===== config.mk =====
export PLATFORM = sky130hd
export DESIGN_NAME = send_response
export DESIGN_NICKNAME = d
export VERILOG_FILES = /design/src/rtl/send_response.sv
export SDC_FILE = /design/constraint.sdc
export NUM_CORES = 1
export LEC_CHECK = 0
export BUFFER_PORTS_ARGS = -buffer_cell sky130_fd_sc_hd__buf_2
export CORE_ASPECT_RATIO = 2
export CORE_MARGIN = 2
export CORE_UTILIZATION = 55
export CTS_BUF_LIST = sky130_fd_sc_hd__clkbuf_2
export CTS_CLUSTER_DIAMETER = 30
export DETAILED_ROUTE_END_ITERATION = 12
export PLACE_DENSITY_LB_ADDON = 0.15
export SYNTH_ARGS = -nofsm -noshare
export SYNTH_HDL_FRONTEND = slang
export SYNTH_SLANG_ARGS = --single-unit

===== constraint.sdc =====
create_clock -name clock -period 3.59 [get_ports clock]
set_clock_uncertainty 0.15 [all_clocks]
set_input_delay 0.1795 -clock clock [delete_from_list [all_inputs] [get_ports clock]]
set_output_delay 0.1795 -clock clock [all_outputs]
set_load 0.005 [all_outputs]

===== src/rtl/send_response.sv =====
// Response transmitter: buffers completed DDR4 transactions in a small FIFO and presents them to
// the cache one at a time over a four-phase valid/ack handshake.
module send_response #(
    parameter int unsigned DWIDTH = 64,
    parameter int unsigned DEPTH  = 4
) (
    input  logic              clock,
    input  logic              reset_n,
    input  logic              rsp_valid,
    input  logic              rsp_rw,
    input  logic [2:0]        rsp_tag,
    input  logic [DWIDTH-1:0] rsp_data,
    output logic              rsp_ready,
    output logic              valid_resp,
    output logic              rw_resp,
    output logic [2:0]        tag_resp,
    output logic [DWIDTH-1:0] data_resp,
    input  logic              ack_resp,
    output logic              overflow
);

    localparam int unsigned AW = (DEPTH > 1) ? $clog2(DEPTH) : 1;
    localparam int unsigned CW = $clog2(DEPTH) + 1;

    typedef enum logic [1:0] {StIdle, StPresent, StWaitDrop} state_e;

    state_e state_q, state_d;

    logic [DWIDTH-1:0] data_mem [DEPTH];
    logic              rw_mem   [DEPTH];
    logic [2:0]        tag_mem  [DEPTH];

    logic [AW-1:0] wr_ptr_q, rd_ptr_q;
    logic [CW-1:0] count_q, count_d;
    logic          overflow_q;
    logic          rw_q;
    logic [2:0]    tag_q;
    logic [DWIDTH-1:0] data_q;

    logic full, push_en, pop_en;

    // Full-check uses the pre-edge count only: a pop on the same edge does not free a slot.
    assign full      = (count_q == CW'(DEPTH));
    assign push_en   = rsp_valid && !full;
    assign pop_en    = (state_q == StIdle) && (count_q != '0);
    assign rsp_ready = !full;

    always_comb begin
        count_d = count_q;
        unique case ({push_en, pop_en})
            2'b10:   count_d = count_q + CW'(1);
            2'b01:   count_d = count_q - CW'(1);
            default: count_d = count_q;
        endcase
    end

    always_ff @(posedge clock) begin
        if (push_en) begin
            data_mem[wr_ptr_q] <= rsp_data;
            rw_mem[wr_ptr_q]   <= rsp_rw;
            tag_mem[wr_ptr_q]  <= rsp_tag;
        end
    end

    always_ff @(posedge clock or negedge reset_n) begin
        if (!reset_n) begin
            wr_ptr_q   <= '0;
            rd_ptr_q   <= '0;
            count_q    <= '0;
            overflow_q <= 1'b0;
            rw_q       <= 1'b0;
            tag_q      <= '0;
            data_q     <= '0;
        end else begin
            count_q <= count_d;
            if (push_en) begin
                wr_ptr_q <= wr_ptr_q + AW'(1);
            end
            if (rsp_valid && full) begin
                overflow_q <= 1'b1;
            end
            if (pop_en) begin
                rd_ptr_q <= rd_ptr_q + AW'(1);
                rw_q     <= rw_mem[rd_ptr_q];
                tag_q    <= tag_mem[rd_ptr_q];
                // Write completions carry no payload.
                data_q   <= rw_mem[rd_ptr_q] ? data_mem[rd_ptr_q] : '0;
            end
        end
    end

    always_ff @(posedge clock or negedge reset_n) begin
        if (!reset_n) begin
            state_q <= StIdle;
        end else begin
            state_q <= state_d;
        end
    end

    always_comb begin
        state_d = state_q;
        unique case (state_q)
            StIdle:     if (count_q != '0) state_d = StPresent;
            StPresent:  if (ack_resp)      state_d = StWaitDrop;
            StWaitDrop: if (!ack_resp)     state_d = StIdle;
            default:    state_d = StIdle;
        endcase
    end

    always_comb begin
        valid_resp = (state_q == StPresent);
        rw_resp    = rw_q;
        tag_resp   = tag_q;
        data_resp  = data_q;
        overflow   = overflow_q;
    end

endmodule


==> run_results.csv <==
group,metric,value,unit
outcome,status,"finished, final reports clean",
floorplan,dieWidth,114.1,µm
yosys,synthAdderAreaFrac,0.6196,%
clocking,htreeDepth,3,
yosys,yosys.area_share.simple,4.760,%
sta,rsz0062_at_grt,"no",
yosys,synth_area,0.01333,mm²
pwr,switching_power,3.864,mW
clocking,cts_max_path_buffers,3,
floorplan,dieArea,0.02557,mm²
clocking,clk_latency,0.92,ns
pwr,pwr-share-comb,31.8,%
sta,setup_viol,0,
final_layout,mostFrequentLayoutCell,"edfxtp_1",
clocking,cts_tree,"done",
setup_path,cp_data_arrival_time,3.10,ns
yosys,syn_nets,711,
yosys,synth_compound_area_share,3.755,%
min_path,hold_class,"in -> async",
detailed_routing,totalWireLength,28180,µm
detailed_routing,first_iter_violations,385,
run,maxCapViolCount,0,
sta,fin_tns_setup,0,ns
sta,period_needed,2.472,ns
floorplan,coreArea,0.02382,mm²
setup_path,required,4.22,ns
global_route,grt_pass1_wl,44300,µm
setup_path,path_max_fanout,33,
floorplan,io_pins,143,
detailed_routing,first_pass_iters,6,
setup_path,end_kind,"flip-flop",
floorplan,row_count,80,
setup_path,path_cells,"mux4_2 > buf_4 > and4_1 > a21o_1",
yosys,yosys.area.top_type,"edfxtp_1",
sta,tightest_slew,0.7522,ns
global_route,grt_max_degree,66,
pwr,switching_share,32.04,%
sta,final_max_slew_viol_count,0,
pwr,power_frac_clock,19.9,%
placement,numPortBuffers,142,
global_route,grt_pass1_vias,8399,
floorplan,initial_utilization,55.95,%
global_route,antenna_found_initial,1,
clocking,cts-root-buf,"clkbuf_2",
placement,placed_area,0.01432,mm²
pwr,total_leakage_power,6.829,nW
clocking,path_clk_slew,0.13,ns
floorplan,die_h,224.1,µm
yosys,synth_top_area_share,61.28,%
clocking,cts_setup_buffers,0,
final_layout,fin_nets,1041,
yosys,synth_warnings,0,
yosys,synth_top_family_by_area,"multiplexers",
yosys,yosys.area_share.xor_xnor,0.3943,%
clocking,clock_sinks,350,
detailed_routing,vias_per_cell,5.659,
yosys,seq_area_frac_synth,75.93,%
sta,fin_crit_sh,68.86,%
setup_path,cp_slowest_stage_delay,0.76,ns
final_layout,syn_to_final_growth,23.57,%
sta,relSlewSlack,49.85,%
yosys,muxShareOfSynthArea,12.30,%
placement,routabilityCongestion,0.7096,
yosys,synthDistinctLibCells,30,
pwr,irDropWorstVdd,0.4768,mV
sta,fmaxAchievable,0.4045,GHz
setup_path,critPathSlowestCell,"dfrtp_4",
final_layout,drive_gt1_share,34.67,%
final_layout,nFillCells,1598,
final_layout,final_area,0.01647,mm²
setup_path,cp-start-kind,"flip-flop",
placement,hpwl,15620,µm
yosys,syn_inst,633,
detailed_routing,drc,0,
global_route,overflow,0,
yosys,ys_ff_latch,350,
pwr,internal_power,8.196,mW
detailed_routing,via_count,7424,
pwr,powerDensity,732.3,mW/mm²
setup_path,path_class,"reg -> reg",
clocking,cts_buffers,73,
final_layout,final_cell_mix,"edfxtp_1 (272), dlygate4sd3_1 (142), buf_2 (141)",
pwr,seq_power_share,48.3,%
yosys,syn_avg_cell_area,21.05,µm²
global_route,grt_util_all_layers,23.34,%
detailed_routing,ant_nets,0,
sta,hold_viol_final,0,
yosys,synth_area_leaders,"edfxtp_1 (61%), dfrtp_1 (15%), mux4_2 (9.6%), and4_1 (4.2%), a21o_1 (3.7%)",
detailed_routing,wl_per_cell,21.48,µm
cell usage after synthesis, drive strengths merged:
cell type / instances
o21ai: 1
and4: 64
clkbuf: 21
nor2: 2
nand2: 1
mux2: 5
nor2b: 1
mux4: 68
mux2i: 1
nand3: 1
xnor2: 4
buf: 23
xor2: 2
nor3b: 1
inv: 9
nand2b: 2
or3: 1
edfxtp: 272
a21boi: 1
ha: 5
and2: 4
fa: 1
dfrtp: 78
a21o: 65
final timing paths:
path	from	to	slack [ns]	depth (start not counted)
setup / recovery	rd_ptr_q[1]	data_resp[59]	1.12	4
hold / removal	reset_n	data_resp[29]	0.18	4
setup reg to reg	rd_ptr_q[1]	data_resp[59]	1.12	4
hold reg to reg	data_resp[31]	data_resp[31]	0.33	1
max in group asynchronous	reset_n	count_q[2]	2.67	4
min in group clock	rsp_valid	wr_ptr_q[0]	0.20	4
what timing repair did:
item | 4_1_cts | 5_1_grt
hold buffers | 143 | 0
hold endpoints to repair | 474 | 0
resized for setup | 0 | 0
power groups by stage:
stage / Combinational (mW) / Sequential [mW] / Clock (mW)
after floorplan: 2.68 / 5.80 / 0
after global placement: 3.70 / 5.86 / 0
after detailed placement: 3.78 / 5.92 / 0
after CTS: 3.92 / 5.83 / 2.48
after global routing: 4.18 / 5.91 / 2.67
final: 3.84 / 5.82 / 2.40
cell type report:
| class | instances | area (µm²) | area share [%] |
|---|---|---|---|
| inverter | 9 | 33.78 | 0.2051 |
| clock inverter | 15 | 88.84 | 0.5394 |
| timing repair buffer | 299 | 2317 | 14.07 |
| antenna | 1 | 2.502 | 0.01519 |
| multi-input combinational | 230 | 2935 | 17.82 |
| clock buffer | 121 | 605.6 | 3.677 |
| sequential | 350 | 10130 | 61.49 |
| tap | 287 | 359.1 | 2.180 |
critical path, delay by kind of cell (launching register included):
kind / cells / cell delay (ns)
AO/OA/AOI/OAI: 1 / 0.15
multiplexers: 1 / 0.74
flip-flops: 1 / 0.76
buffers and inverters: 1 / 0.34
AND/OR/NAND/NOR: 1 / 0.20
per-layer routing:
metal	routed length, µm	global-route usage, %	up-vias
met5	0	0	-
met1	9717	24.46	3800
met3	1476	4.924	56
li1	-	-	3316
met4	721	10.46	0
met2	16270	43.82	252
cells by family (layout without fill, tap and decap cells):
| family | count (synthesis) | in the layout |
|---|---|---|
| DFF | 350 | 350 |
| and+or+nand+nor | 77 | 77 |
| muxes | 74 | 74 |
| AOI/OAI and AO/OA | 67 | 67 |
| buffers and inverters | 53 | 444 |
| adders and majority gates | 6 | 6 |
| xor gates and xnor gates | 6 | 6 |
| other | 0 | 1 |
flip-flops by register name, indices dropped and copies added, names as in the netlist, 2 cells and up:
name and flops:
rw_mem 4, state_q 2, rd_ptr_q 2, data_resp 64, wr_ptr_q 2, tag_resp 3, data_mem 256, tag_mem 12
count_q 3
through the flow:
step / cells / hold slack (ns) / utilization (%) / setup WS (ns) / power, mW
3_3_place_gp: 1032 / 0.2164 / 60.13 / 1.125 / 9.562
4_1_cts: 1311 / 0.05088 / 69.12 / 1.067 / 12.23
5_1_grt: 1312 / 0.1229 / 69.13 / 1.000 / 12.77
6_report: 1312 / 0.1803 / 69.13 / 1.118 / 12.06
2_1_floorplan: 633 / -0.2661 / - / 0.5202 / 8.486
3_5_place_dp: 1032 / 0.2206 / 60.13 / 1.127 / 9.701
(Power assumes the default switching activity.)
